==> src/rtl/multi_bin_selector.sv <==
// Multi-slot FFT bin selector with a double-buffered bin table and an AXI4-Stream output FIFO.
// Optional build macro FREQ_SEL_BYPASS_EN: when defined, bypass=1 forwards every bin.
module multi_bin_selector #(
    parameter int DATA_W     = 64,
    parameter int K_W        = 14,
    parameter int N_SEL      = 16,
    parameter int FIFO_DEPTH = 16,
    parameter int FRAME_LEN  = 16384,
    localparam int SLOT_W    = $clog2(N_SEL)
) (
    input  logic                  dev_clk,
    input  logic                  dev_rst,
    input  logic [DATA_W-1:0]     data_in,
    input  logic [K_W-1:0]        k_in,
    input  logic                  valid_in,
    input  logic                  cfg_we,
    input  logic [SLOT_W-1:0]     cfg_addr,
    input  logic [K_W-1:0]        cfg_k,
    input  logic                  cfg_en,
    input  logic                  cfg_clr,
    input  logic                  bypass,
    output logic [DATA_W-1:0]     m_axis_tdata,
    output logic [SLOT_W+K_W-1:0] m_axis_tuser,
    output logic                  m_axis_tvalid,
    input  logic                  m_axis_tready,
    output logic                  m_axis_tlast,
    output logic                  en,
    output logic                  overflow,
    output logic [15:0]           drop_cnt
);

    localparam int AW = $clog2(FIFO_DEPTH);
    localparam int UW = SLOT_W + K_W;
    localparam logic [K_W-1:0] LAST_BIN = K_W'(FRAME_LEN - 1);

    typedef struct packed {
        logic [DATA_W-1:0] data;
        logic [UW-1:0]     user;
        logic              last;
    } word_t;

    // ------------------------------------------------------------------
    // Bin tables: cfg writes land in shadow, copied to active at frame end
    // ------------------------------------------------------------------
    logic [K_W-1:0]   shadow_k [N_SEL];
    logic [N_SEL-1:0] shadow_en;
    logic [K_W-1:0]   active_k [N_SEL];
    logic [N_SEL-1:0] active_en;
    logic [K_W-1:0]   last_k;
    logic [K_W-1:0]   shadow_max;
    logic             commit_pending;

    // NOTE: always_comb uses blocking '=' so each loop iteration sees the running
    // maximum; clocked blocks use '<=' so every register samples pre-edge values.
    always_comb begin
        shadow_max = '0;
        for (int i = 0; i < N_SEL; i++) begin
            if (shadow_en[i] && (shadow_k[i] > shadow_max))
                shadow_max = shadow_k[i];
        end
    end

    always_ff @(posedge dev_clk) begin
        if (dev_rst) begin
            shadow_en      <= '0;
            active_en      <= '0;
            last_k         <= '0;
            en             <= 1'b0;
            commit_pending <= 1'b0;
            for (int i = 0; i < N_SEL; i++) begin
                shadow_k[i] <= '0;
                active_k[i] <= '0;
            end
        end else begin
            commit_pending <= valid_in && (k_in == LAST_BIN);
            if (cfg_we) begin
                shadow_k[cfg_addr]  <= cfg_k;
                shadow_en[cfg_addr] <= cfg_en;
            end
            // A write on this same cycle is not yet visible here; it waits a frame.
            if (commit_pending) begin
                active_k  <= shadow_k;
                active_en <= shadow_en;
                last_k    <= shadow_max;
                en        <= |shadow_en;
            end
        end
    end

    // ------------------------------------------------------------------
    // S1: input register
    // ------------------------------------------------------------------
    logic              s1_valid;
    logic [DATA_W-1:0] s1_data;
    logic [K_W-1:0]    s1_k;

    always_ff @(posedge dev_clk) begin
        if (dev_rst) s1_valid <= 1'b0;
        else         s1_valid <= valid_in;
    end

    always_ff @(posedge dev_clk) begin
        s1_data <= data_in;
        s1_k    <= k_in;
    end

`ifdef FREQ_SEL_BYPASS_EN
    logic s1_bypass;
    always_ff @(posedge dev_clk) begin
        if (dev_rst) s1_bypass <= 1'b0;
        else         s1_bypass <= bypass;
    end
`else
    logic unused_bypass;
    assign unused_bypass = bypass;
`endif

    // ------------------------------------------------------------------
    // S2: parallel compare against the active table
    // ------------------------------------------------------------------
    logic              hit;
    logic [SLOT_W-1:0] hit_slot;
    logic              s2_push_d;
    logic [SLOT_W-1:0] s2_slot_d;
    logic              s2_last_d;

    // NOTE: every always_comb output gets a default first so no path leaves it
    // unassigned, which would otherwise infer a latch.
    always_comb begin
        hit      = 1'b0;
        hit_slot = '0;
        // Descending scan: the lowest-numbered matching slot is written last and wins.
        for (int i = N_SEL - 1; i >= 0; i--) begin
            if (active_en[i] && (active_k[i] == s1_k)) begin
                hit      = 1'b1;
                hit_slot = SLOT_W'(i);
            end
        end
    end

    always_comb begin
        s2_push_d = s1_valid && hit;
        s2_slot_d = hit_slot;
        s2_last_d = (s1_k == last_k);
`ifdef FREQ_SEL_BYPASS_EN
        if (s1_bypass) begin
            s2_push_d = s1_valid;
            s2_slot_d = '0;
            s2_last_d = (s1_k == LAST_BIN);
        end
`endif
    end

    logic              s2_valid;
    logic [DATA_W-1:0] s2_data;
    logic [SLOT_W-1:0] s2_slot;
    logic [K_W-1:0]    s2_k;
    logic              s2_last;

    always_ff @(posedge dev_clk) begin
        if (dev_rst) s2_valid <= 1'b0;
        else         s2_valid <= s2_push_d;
    end

    always_ff @(posedge dev_clk) begin
        s2_data <= s1_data;
        s2_slot <= s2_slot_d;
        s2_k    <= s1_k;
        s2_last <= s2_last_d;
    end

    // ------------------------------------------------------------------
    // Output FIFO
    // ------------------------------------------------------------------
    word_t         mem [FIFO_DEPTH];
    word_t         head;
    logic [AW:0]   wr_ptr;
    logic [AW:0]   rd_ptr;
    logic          empty;
    logic          full;
    logic          pop;
    logic          push_ok;
    logic          drop;

    assign empty   = (wr_ptr == rd_ptr);
    assign full    = (wr_ptr[AW] != rd_ptr[AW]) && (wr_ptr[AW-1:0] == rd_ptr[AW-1:0]);
    assign pop     = !empty && m_axis_tready;
    assign push_ok = s2_valid && (!full || pop);
    assign drop    = s2_valid && full && !pop;

    // NOTE: the storage array is not reset; the pointers define which entries are
    // meaningful, and the output is forced to zero while the FIFO is empty.
    always_ff @(posedge dev_clk) begin
        if (push_ok)
            mem[wr_ptr[AW-1:0]] <= '{data: s2_data, user: {s2_slot, s2_k}, last: s2_last};
    end

    always_ff @(posedge dev_clk) begin
        if (dev_rst) begin
            wr_ptr <= '0;
            rd_ptr <= '0;
        end else begin
            if (push_ok) wr_ptr <= wr_ptr + 1'b1;
            if (pop)     rd_ptr <= rd_ptr + 1'b1;
        end
    end

    assign head          = mem[rd_ptr[AW-1:0]];
    assign m_axis_tvalid = !empty;
    assign m_axis_tdata  = empty ? '0 : head.data;
    assign m_axis_tuser  = empty ? '0 : head.user;
    assign m_axis_tlast  = !empty && head.last;

    // ------------------------------------------------------------------
    // Drop accounting: a drop outranks a simultaneous clear
    // ------------------------------------------------------------------
    always_ff @(posedge dev_clk) begin
        if (dev_rst) begin
            overflow <= 1'b0;
            drop_cnt <= '0;
        end else if (drop) begin
            overflow <= 1'b1;
            if (cfg_clr)
                drop_cnt <= 16'd1;
            else if (drop_cnt != 16'hFFFF)
                drop_cnt <= drop_cnt + 16'd1;
        end else if (cfg_clr) begin
            overflow <= 1'b0;
            drop_cnt <= '0;
        end
    end

endmodule

==> config.mk <==
export PLATFORM = sky130hd
export DESIGN_NAME = multi_bin_selector
export DESIGN_NICKNAME = d
export VERILOG_FILES = /design/src/rtl/multi_bin_selector.sv
export SDC_FILE = /design/constraint.sdc
export NUM_CORES = 2
export LEC_CHECK = 0
export BUFFER_PORTS_ARGS = -buffer_cell sky130_fd_sc_hd__buf_2
export CAP_MARGIN = 20
export CORE_MARGIN = 4
export CORE_UTILIZATION = 50
export DETAILED_ROUTE_END_ITERATION = 12
export PLACE_DENSITY = 0.68
export SYNTH_ARGS = -nofsm -noshare
export SYNTH_HDL_FRONTEND = slang
export SYNTH_SLANG_ARGS = --single-unit
==> constraint.sdc <==
create_clock -name dev_clk -period 40.3 [get_ports dev_clk]
set_clock_uncertainty 0.1 [all_clocks]
set_input_delay 6.045 -clock dev_clk [delete_from_list [all_inputs] [get_ports dev_clk]]
set_output_delay 6.045 -clock dev_clk [all_outputs]
set_load 0.02 [all_outputs]
==> summary.md <==
| Metric | Value |
|---|---|
| Reg2Reg Setup Slack | 3.06 ns |
| WL/cell | 24.97 um |
| Core Util, Final | 56.38% |
| Clock-pin slew on the worst setup and hold paths | 0.07 ns |
| Port bufs | 204 |
| Largest area contributor in the netlist | edfxtp_1 |
| Vias per cell | 5.861 |
| Global-route wire length before repair | 318.8 mm |
| Initial DRC count | 5517 |
| Startpoint Class | flip-flop |
| Number of synthesized flops with an enable pin | 1328 |
| Hold Path Stages | 0 |
| RSZ-0062 raised after global routing | no |
| Routability cong. | 0.8892 |
| Initial DRT Pass Iterations | 6 |
| Die Area | 176300 um2 |
| Worst Tran Pin Value | 1.146 ns |
| Post-Syn Area | 84820 um2 |
| Synth Flop Type | edfxtp_1 |
| Syn Nets | 6275 |
| Crit-path most repeated cell | a21oi_1 |
| Mapped Avg Cell Area | 14.10 um2 |
| Max VDD drop | 0.03726 mV |
| Clk Tree Root Cell | clkbuf_16 |
| # rows | 150 |
| Number of global-route vias before repair | 49330 |
| Initial antenna violation count | 10 |
| Synth Instances | 6017 |
| WHS | 0.1713 ns |
| Worst r2r dst | last_k[8] |
| Hold Fails Final Rpt | 0 |
| Worst path arrival time | 37.86 ns |
| Slew Limit Headroom | 22.92% |
| Layout area overhead | 11.66% |
| CTS tree | yes |
| Core Footprint | 168000 um2 |
| Largest net degree at the start of global routing | 187 |
| Sequential-to-total area share from yosys stat | 63.30% |
| Post-Route WL | 213.4 mm |
| Hold Path End | s2_data[24] |
| IO Count | 206 |
| Highest cell delay on the worst timing path | 0.76 ns |
| Slowest library cell on the worst path | o221ai_2 |
| Fmax | 26.86 MHz |
| Worst endpoint required time | 40.92 ns |
| CP endpoint kind | flip-flop |
| Max-cap violations | 0 |
| Setup-failing EPs final | 0 |
| GRT Overall Usage | 24.13% |
| Top cells by area, synth | edfxtp_1 (47%), dfxtp_1 (16%), mux4_2 (11%), mux2i_1 (3.2%), nand2_1 (2.9%) |
| Post-route DRC violation count | 0 |
| Synth Register Bits | 2018 |
| Top-count cell post-synth | edfxtp_1 |
| Power per cell area | 44.47 nW/um2 |
| Worst min-delay path startpoint | s1_data[24] |
| Worst setup path category | flip-flop to flip-flop |
| Ys Warns | 0 |
| Lkg Pwr | 30.71 nW |
| Period utilization | 92.40% |
| Clk_lat worst skew | 0.86 ns |
| CTS sink count | 2018 |
| Post-synth top area share | 47.01% |
| Die Y | 419.9 um |
| CP Max Fanout | 35 |
| Post-synth top cells | edfxtp_1 (1328), dfxtp_1 (690), nand2_1 (654), nor2_1 (442), mux4_2 (415) |
| Total global routing overflow | 0 |
| Post-synthesis cell type count | 112 |
| Layout cells sized above 1 | 18.17% |
| Status | completed |
| Routed Antenna Nets | 0 |
| Max H-tree Level | 4 |
| Initial Utilization | 50.50% |
| Largest buffer count on any clock path | 3 |
| Worst hold-check path type | flip-flop to flip-flop |
| Nets@finish | 6420 |
| Via count | 50090 |
| Setup TNS | 0 ns |
| Slew Viols, Final | 0 |
| R2R depth | 158 |
| Reg-to-reg startpoint | shadow_en[0] |
| CTS buffer count | 200 |
| Min cycle time layout | 37.24 ns |
| Dpl hpwl | 121.7 mm |
| Post-synth ARST share | 0% |
| Hold Buf Count CTS | 0 |
| Die Width | 419.9 um |
==> layout make-up <==
class / count / area, um2
inverter: 174 / 653.1
fill: 13070 / 73260
tap: 2204 / 2758
multi-input combinational: 3474 / 28970
clock inverter: 88 / 1131
sequential: 2018 / 53730
antenna: 8 / 20.02
clock buffer: 285 / 5607
timing repair buffer: 294 / 1848
==> state kept, by name, summed over array words and instances, names as in the netlist, 14 cells and up, named ones only <==
register / flops
mem: 1328
active_k: 224
shadow_k: 224
s1_data: 64
s2_data: 64
active_en: 16
drop_cnt: 16
shadow_en: 16
last_k: 14
s1_k: 14
s2_k: 14
==> routing by layer <==
layer | GRT usage, % | routed length [um] | vias to the layer above
met1 | 32.88 | 87450 | 25280
met3 | 3.293 | 13730 | 406
met5 | 0 | 27 | -
met4 | 8.563 | 7970 | 4
met2 | 39.98 | 104200 | 1840
li1 | - | - | 22550
==> cells in the final DEF, fill, tap and decap left out, drive strengths merged, types with 13 or more instances in the layout <==
cell type  netlist  final
maj3            13     13
edfxtp        1328   1328
nand2          655    655
nor3            30     30
mux2            58     58
xor2            31     31
nand3           66     66
dfxtp          690    690
a21oi          399    399
inv            174    178
buf            102    294
nor3b           17     17
xnor2          278    278
bufinv           0     15
nor2           443    443
a21o            27     27
nand2b          30     30
and2            16     16
nand4           84     84
clkinv           0     61
mux4           415    415
o21ai          104    104
mux2i          279    279
ha             154    154
clkbuf         249    285
nor4            33     33
o211ai          18     18
and3            18     18
nor2b          120    120
==> kinds of logic (layout without fill, tap and decap cells) <==
group	after synthesis	in the layout	share of synthesized area, %
muxes	752	752	15.18
DFF	2018	2018	63.30
AOI/OAI and AO/OA	689	689	4.934
adders and majority gates	167	167	2.428
xor gates and xnor gates	309	309	3.208
and+or+nand+nor	1557	1557	8.247
other	0	8	0
buffers and inverters	525	841	2.701
==> repair_timing <==
action                                  CTS  global route
gates resized for setup                   0             2
setup buffers                             0             0
endpoints found under the setup margin    0            14
==> critical path: cells and delay by family, from the launching register on <==
family	cells	cell delay, ns
AO/OA/AOI/OAI	68	18.46
adder cells (fa/ha/maj)	15	4.16
buffers and inverters	13	1.46
flip-flops	1	0.71
multiplexers	5	1.61
AND/OR/NAND/NOR	57	10.43
==> worst max path at each step <==
stage | startpoint | to | slack, ns
finish | shadow_en[0] | last_k[8] | 3.06
global placement | shadow_en[0] | last_k[8] | 3.49
global route | shadow_en[0] | last_k[8] | 0.13
floorplan | shadow_en[0] | last_k[0] | 9.02
detailed placement | shadow_en[0] | last_k[8] | 2.95
CTS | shadow_en[0] | last_k[8] | 2.72
==> through the flow <==
stage	power, mW	area, um2	worst slack [ns]	std cells
global route	4.348	94700	0.1329	8541
CTS	4.243	94560	2.721	8530
floorplan	2.334	84820	9.025	6017
global placement	2.374	87760	3.493	8151
detailed placement	2.377	87830	2.952	8157
finish	4.212	94710	3.064	8545
==> power breakdown <==
part	switching (mW)	leakage (nW)	internal, mW	total, mW
Clock	0.803	3.25	1.07	1.88
Sequential	0.0243	17.5	2.21	2.24
Combinational	0.0675	10.0	0.0326	0.100
Total	0.895	30.7	3.32	4.21
Power figures use the tool's default switching activity.
